[src/rtl/hop_chain_sequencer_if.sv]
// Signal bundle between the hop-chain sequencer, the board go/status logic and the chain flops.
// The slave side is the sequencer. The master side is the board plus the chains.
interface hop_chain_sequencer_if #(
   parameter int NUM_CHAINS  = 4,
   parameter int CHAIN_DEPTH = 5
);
   logic                                  go;
   logic [NUM_CHAINS-1:0]                 chain_mask;
   logic [NUM_CHAINS-1:0]                 tail;
   logic                                  head_rst;
   logic [NUM_CHAINS*(CHAIN_DEPTH-1)-1:0] stage_rst;
   logic [NUM_CHAINS-1:0]                 start;
   logic                                  busy;
   logic                                  done;
   logic                                  pass;
   logic [NUM_CHAINS-1:0]                 fail_mask;

   modport master (
      output go, chain_mask, tail,
      input  head_rst, stage_rst, start, busy, done, pass, fail_mask
   );

   modport slave (
      input  go, chain_mask, tail,
      output head_rst, stage_rst, start, busy, done, pass, fail_mask
   );
endinterface

[src/rtl/hop_chain_sequencer.sv]
// Releases hop-chain resets column by column, then sends a one-cycle token into each enabled chain.
// Each chain's tail is checked for a single-cycle arrival exactly CHAIN_DEPTH cycles after its start pulse.
module hop_chain_sequencer #(
   parameter int NUM_CHAINS  = 4,
   parameter int CHAIN_DEPTH = 5,
   parameter int REL_GAP     = 2,
   parameter int TIMEOUT     = 12
) (
   input  logic                 clock0,
   input  logic                 rst_n,
   hop_chain_sequencer_if.slave bus
);
   localparam int NUM_COLS = CHAIN_DEPTH - 1;
   localparam int STG_W    = NUM_CHAINS * NUM_COLS;
   localparam int OFF_W    = $clog2(TIMEOUT + 1);
   localparam int REL_W    = $clog2(REL_GAP * CHAIN_DEPTH + 1);
   localparam int IDX_W    = (NUM_CHAINS > 1) ? $clog2(NUM_CHAINS) : 1;

   typedef enum logic [2:0] {
      S_IDLE, S_RELEASE, S_LAUNCH, S_WAIT, S_DONE
   } state_t;

   state_t                r_state;
   logic [NUM_CHAINS-1:0] r_mask;
   logic [NUM_CHAINS-1:0] r_tested;
   logic [NUM_CHAINS-1:0] r_start;
   logic [NUM_CHAINS-1:0] r_fail_mask;
   logic [IDX_W-1:0]      r_cur;
   logic [OFF_W-1:0]      r_off;
   logic [REL_W-1:0]      r_rel;
   logic [STG_W-1:0]      r_stage_rst;
   logic                  r_head_rst;
   logic                  r_busy;
   logic                  r_done;
   logic                  r_pass;

   logic [NUM_CHAINS-1:0] w_pending;
   logic [NUM_CHAINS-1:0] w_next_onehot;
   logic [IDX_W-1:0]      w_next_idx;
   logic                  w_tail_bad;
   logic [NUM_CHAINS-1:0] w_fail_now;

   always_comb begin
      w_pending     = r_mask & ~r_tested;
      w_next_onehot = w_pending & (~w_pending + 1'b1);
      w_next_idx    = '0;
      for (int c = NUM_CHAINS - 1; c >= 0; c--) begin
         if (w_pending[c]) w_next_idx = IDX_W'(c);
      end
      // The tail must be high only at the expected offset. Any other level in the window is a failure.
      w_tail_bad = (r_off == OFF_W'(CHAIN_DEPTH)) ? ~bus.tail[r_cur] : bus.tail[r_cur];
      w_fail_now = r_fail_mask;
      if (r_state == S_WAIT && w_tail_bad) w_fail_now = r_fail_mask | (NUM_CHAINS'(1) << r_cur);
   end

   // NOTE: every register below uses non-blocking assignment.
   // Reads in the same edge then see the previous cycle's values, which matches the flops that are built.
   always_ff @(posedge clock0 or negedge rst_n) begin
      if (!rst_n) begin
         r_state     <= S_IDLE;
         r_mask      <= '0;
         r_tested    <= '0;
         r_start     <= '0;
         r_fail_mask <= '0;
         r_cur       <= '0;
         r_off       <= '0;
         r_rel       <= '0;
         r_stage_rst <= '1;
         r_head_rst  <= 1'b1;
         r_busy      <= 1'b0;
         r_done      <= 1'b0;
         r_pass      <= 1'b0;
      end else begin
         case (r_state)
            S_IDLE: begin
               if (bus.go) begin
                  r_mask      <= bus.chain_mask;
                  r_tested    <= '0;
                  r_fail_mask <= '0;
                  r_rel       <= '0;
                  r_busy      <= 1'b1;
                  if (bus.chain_mask != '0) begin
                     r_state    <= S_RELEASE;
                     r_head_rst <= 1'b0;
                     r_pass     <= 1'b0;
                  end else begin
                     r_state <= S_DONE;
                     r_done  <= 1'b1;
                     r_pass  <= 1'b1;
                  end
               end
            end
            S_RELEASE: begin
               for (int k = 0; k < NUM_COLS; k++) begin
                  if (r_rel == REL_W'(REL_GAP * (k + 1) - 1)) begin
                     for (int c = 0; c < NUM_CHAINS; c++) begin
                        if (r_mask[c]) r_stage_rst[c*NUM_COLS+k] <= 1'b0;
                     end
                  end
               end
               if (r_rel == REL_W'(REL_GAP * CHAIN_DEPTH - 1)) begin
                  r_state  <= S_LAUNCH;
                  r_start  <= w_next_onehot;
                  r_cur    <= w_next_idx;
                  r_tested <= r_tested | w_next_onehot;
               end else begin
                  r_rel <= r_rel + 1'b1;
               end
            end
            S_LAUNCH: begin
               r_start <= '0;
               r_off   <= OFF_W'(1);
               r_state <= S_WAIT;
            end
            S_WAIT: begin
               r_fail_mask <= w_fail_now;
               if (r_off == OFF_W'(TIMEOUT)) begin
                  if (w_pending != '0) begin
                     r_state  <= S_LAUNCH;
                     r_start  <= w_next_onehot;
                     r_cur    <= w_next_idx;
                     r_tested <= r_tested | w_next_onehot;
                  end else begin
                     // Include the final sample's verdict in pass, because it lands on this same edge.
                     r_state     <= S_DONE;
                     r_done      <= 1'b1;
                     r_pass      <= (w_fail_now == '0);
                     r_head_rst  <= 1'b1;
                     r_stage_rst <= '1;
                  end
               end else begin
                  r_off <= r_off + 1'b1;
               end
            end
            S_DONE: begin
               r_done  <= 1'b0;
               r_busy  <= 1'b0;
               r_state <= S_IDLE;
            end
            default: r_state <= S_IDLE;
         endcase
      end
   end

   assign bus.head_rst  = r_head_rst;
   assign bus.stage_rst = r_stage_rst;
   assign bus.start     = r_start;
   assign bus.busy      = r_busy;
   assign bus.done      = r_done;
   assign bus.pass      = r_pass;
   assign bus.fail_mask = r_fail_mask;
endmodule

[src/flat_wrapper.sv]
// flat-port wrapper written by rule: the top's interface ports become plain ports
module hop_chain_sequencer_flat 
#(
   parameter int NUM_CHAINS  = 4,
   parameter int CHAIN_DEPTH = 5,
   parameter int REL_GAP     = 2,
   parameter int TIMEOUT     = 12
)
  (clock0, rst_n, bus_go, bus_chain_mask, bus_tail, bus_head_rst, bus_stage_rst, bus_start, bus_busy, bus_done, bus_pass, bus_fail_mask);
  hop_chain_sequencer_if #(.NUM_CHAINS(NUM_CHAINS), .CHAIN_DEPTH(CHAIN_DEPTH)) bus_i ();
  input  logic clock0;
  input  logic rst_n;
  input wire logic [$bits(bus_i.go)-1:0] bus_go;
  input wire logic [$bits(bus_i.chain_mask)-1:0] bus_chain_mask;
  input wire logic [$bits(bus_i.tail)-1:0] bus_tail;
  output wire logic [$bits(bus_i.head_rst)-1:0] bus_head_rst;
  output wire logic [$bits(bus_i.stage_rst)-1:0] bus_stage_rst;
  output wire logic [$bits(bus_i.start)-1:0] bus_start;
  output wire logic [$bits(bus_i.busy)-1:0] bus_busy;
  output wire logic [$bits(bus_i.done)-1:0] bus_done;
  output wire logic [$bits(bus_i.pass)-1:0] bus_pass;
  output wire logic [$bits(bus_i.fail_mask)-1:0] bus_fail_mask;
  assign bus_i.go = bus_go;
  assign bus_i.chain_mask = bus_chain_mask;
  assign bus_i.tail = bus_tail;
  assign bus_head_rst = bus_i.head_rst;
  assign bus_stage_rst = bus_i.stage_rst;
  assign bus_start = bus_i.start;
  assign bus_busy = bus_i.busy;
  assign bus_done = bus_i.done;
  assign bus_pass = bus_i.pass;
  assign bus_fail_mask = bus_i.fail_mask;
  hop_chain_sequencer #(.NUM_CHAINS(NUM_CHAINS), .CHAIN_DEPTH(CHAIN_DEPTH), .REL_GAP(REL_GAP), .TIMEOUT(TIMEOUT)) u_core (.clock0(clock0), .rst_n(rst_n), .bus(bus_i));
endmodule
[config.mk]
export PLATFORM = sky130hd
export DESIGN_NAME = hop_chain_sequencer_flat
export DESIGN_NICKNAME = d
export VERILOG_FILES = /design/src/rtl/hop_chain_sequencer_if.sv /design/src/rtl/hop_chain_sequencer.sv /design/src/flat_wrapper.sv
export SDC_FILE = /design/constraint.sdc
export NUM_CORES = 1
export LEC_CHECK = 0
export CAP_MARGIN = 20
export CORE_UTILIZATION = 35
export DETAILED_ROUTE_END_ITERATION = 10
export DONT_BUFFER_PORTS = 1
export HOLD_SLACK_MARGIN = 0.1
export PLACE_DENSITY_LB_ADDON = 0.3
export SETUP_SLACK_MARGIN = 0.05
export SLEW_MARGIN = 20
export SYNTH_ARGS = -nofsm -noshare
export SYNTH_HDL_FRONTEND = slang
export SYNTH_SLANG_ARGS = --single-unit
[constraint.sdc]
create_clock -name clock0 -period 5.66 [get_ports clock0]
set_clock_uncertainty 0.15 [all_clocks]
set_input_delay 1.132 -clock clock0 [delete_from_list [all_inputs] [get_ports clock0]]
set_output_delay 1.132 -clock clock0 [all_outputs]
set_load 0.02 [all_outputs]
==> out/qor.yml <==
final_cells: 330
hold_class: "reg -> reg"
overflow: 0
path_cells: "nor2_1 -> nand2_1 -> nor2_1 -> nand2_1 -> o21ai_0"
wirelength_mm: 5.36
post_cts_buffers: 0
crit_end: "u_core.r_mask[0]"
num_rows: 30
antenna_left: 0
cts_made_buffers: 5
clkSinkCount: 49
yosysTopAreaCellShare: 0.319
num-fill-cells: 668
post-synth-top-area-cell: "dfrtp_1"
area_delta_synth_final_pct: 6.14
ys_top_cells_by_count: "dfrtp_1, nand2_1, nor2_1"
regArea_um2: 1250
ctsRootBufferMaster: "clkbuf_8"
critPathRequiredTime_ns: 5.73
drc: 0
crit_family: "simple AND/OR/NAND/NOR gates"
synth_ff_type: "dfrtp_1"
crit_buf_inv: 0
cts.path.max_buffers: 2
max_slew.worst_pin.slew_ns: 0.840
pre_cts_ws_ns: 3.16
r2r-start: "u_core.r_state[1]"
synth_area_leaders: "dfrtp_1, dfstp_2, o22a_2, nand2_1, o21ai_0"
startpoint: "u_core.r_state[1]"
r2r_slack_ns: 3.32
cts_tree: "yes"
power.total_mw: 1.51
drv_cap: 0
critPathCaptureType: "flop"
powerDensity_nw_per_um2: 566
avgSynthCellArea_um2: 10.6
syn_area_um2: 2510
setup_ws_ns: 3.32
p_leak_nw: 1.11
die-width_um: 86.6
fin_area_um2: 2660
antenna_found_initial: 0
period_needed_ns: 2.34
fmax_mhz: 428
cts_hold_buf: 0
via_per_inst: 5.44
layout-drive-gt1-share: 0.226
yosys.area_share.simple: 0.185
slew_headroom: 0.438
yosys-mux-area-fraction: 0.0125
cts_resized: 0
r2r-end: "u_core.r_mask[0]"
synth_top_family_by_area: "compound AO/OA/AOI/OAI gates"
grt_max_degree: 50
ys_seq_elements: 49
routedWlPerCell_um: 16.2
synth.net_count: 252
io_pins: 39
portBuffers: 0
dieArea_um2: 7510
synth_edf_count: 0
clk_latency_ns: 0.30
setup_violations: 0
final_core_util: 0.387
synthDistinctLibCells: 49
status: "complete, no violations"
die_h_um: 86.6
max_stage_delay_ns: 0.65
grt_pass1_wl_mm: 8.91
grt_setup_unrepaired: "false"
synth.most_common_cell: "dfrtp_1"
core-area_um2: 6870
start_util: 0.365
dp.cells: 322
critical_path_arrival_ns: 2.41
path_depth: 5
synth-seq-area-share: 0.498
firstDrtPassIters: 4
async_flop_share: 1.00
place_area_um2: 2570
synthXorXnorAreaFrac: 0.0314
diodes: 0
hold_viol: 0
crit_path_start_kind: "flop"
fin_nets: 249
finalCritPeriodShare: 0.413
multi_input_area_um2: 1180
fin_hold_ws_ns: 0.331
crit_path_top_delay_cell: "nor2_1"
ir_worst_vdd_mv: 0.166
routabilityCongestion: 0.762
r2r_cells: 5
grt_pass1_vias: 1812
synth_compound_area_frac: 0.215
num_vias: 1795
grt_usage: 0.155
cp_max_fo: 17
crit_type: "reg -> reg"
cts-htree-levels: 2
fin_setup_tns_ns: 0
yosys_warnings: 0
slew_violations: 0
clkTransAtPathRegs_ns: 0.09
drt_iter0_markers: 75
dpl.hpwl_mm: 3.84
synth_fa_ha_area_frac: 0.0250
syn_inst: 236
-- kinds of logic after synthesis --
logic type               after synthesis
adder cells (fa/ha/maj)                5
AND/OR/NAND/NOR                       87
flip-flops                            49
AO/OA/AOI/OAI                         66
multiplexers                           3
buffers and inverters                 17
XOR/XNOR                               9
-- state kept, by name (all words and copies together), names as in the netlist --
| register | flops |
|---|---|
| u_core.r_state | 3 |
| u_core.bus.start | 4 |
| u_core.bus.busy | 1 |
| u_core.bus.head_rst | 1 |
| u_core.bus.stage_rst | 16 |
| u_core.r_mask | 4 |
| u_core.r_cur | 2 |
| u_core.r_rel | 4 |
| u_core.bus.fail_mask | 4 |
| u_core.bus.pass | 1 |
| u_core.r_tested | 4 |
| u_core.r_off | 4 |
| u_core.bus.done | 1 |
-- cells in the final DEF, fill, tap and decap left out, types with 3 or more instances in the layout --
| cell type | instances |
|---|---|
| o31ai_1 | 4 |
| o211ai_2 | 4 |
| a21oi_1 | 9 |
| xnor2_1 | 6 |
| ha_1 | 5 |
| o21ai_0 | 14 |
| xor2_1 | 3 |
| nor2_1 | 18 |
| a21o_1 | 3 |
| clkbuf_8 | 5 |
| nor3_1 | 7 |
| nand3_1 | 4 |
| dfrtp_1 | 32 |
| o22a_2 | 14 |
| inv_1 | 7 |
| a31oi_1 | 4 |
| nand2_1 | 30 |
| dfstp_2 | 17 |
| nor4_1 | 4 |
| nand2b_1 | 5 |
| o22a_1 | 3 |
-- how the worst min path moves through the flow --
stage | from | end | slack (ns) | cells after the start
floorplan | u_core.r_tested[0] | u_core.r_tested[0] | 0.29 | 2
global placement | u_core.r_tested[0] | u_core.r_tested[0] | 0.30 | 2
detailed placement | u_core.r_tested[1] | u_core.r_tested[1] | 0.31 | 1
CTS | u_core.r_tested[1] | u_core.r_tested[1] | 0.33 | 1
global route | rst_n | u_core.r_rel[1] | 0.34 | 0
finish | u_core.r_tested[1] | u_core.r_tested[1] | 0.33 | 1
-- routing by layer --
layer,GRT usage,wire (µm),vias to the layer above
li1,-,-,846
met1,0.195,2440,902
met2,0.255,2490,38
met3,0.0400,313,9
met4,0.0621,112,0
met5,0,0,-
-- report_power, final --
group          switching (mW)  internal [mW]
Clock                   0.119         0.0883
Sequential              0.176          0.453
Combinational           0.416          0.253
-- layout make-up --
class                   count  share of cell area
well taps                  96              0.0451
flip-flops and latches     49               0.469
multi-input cells         170               0.444
clock inverters             2             0.00517
inverters                   7             0.00987
clock buffers               6              0.0273
Note: power is estimated with default switching activity, not from simulation.
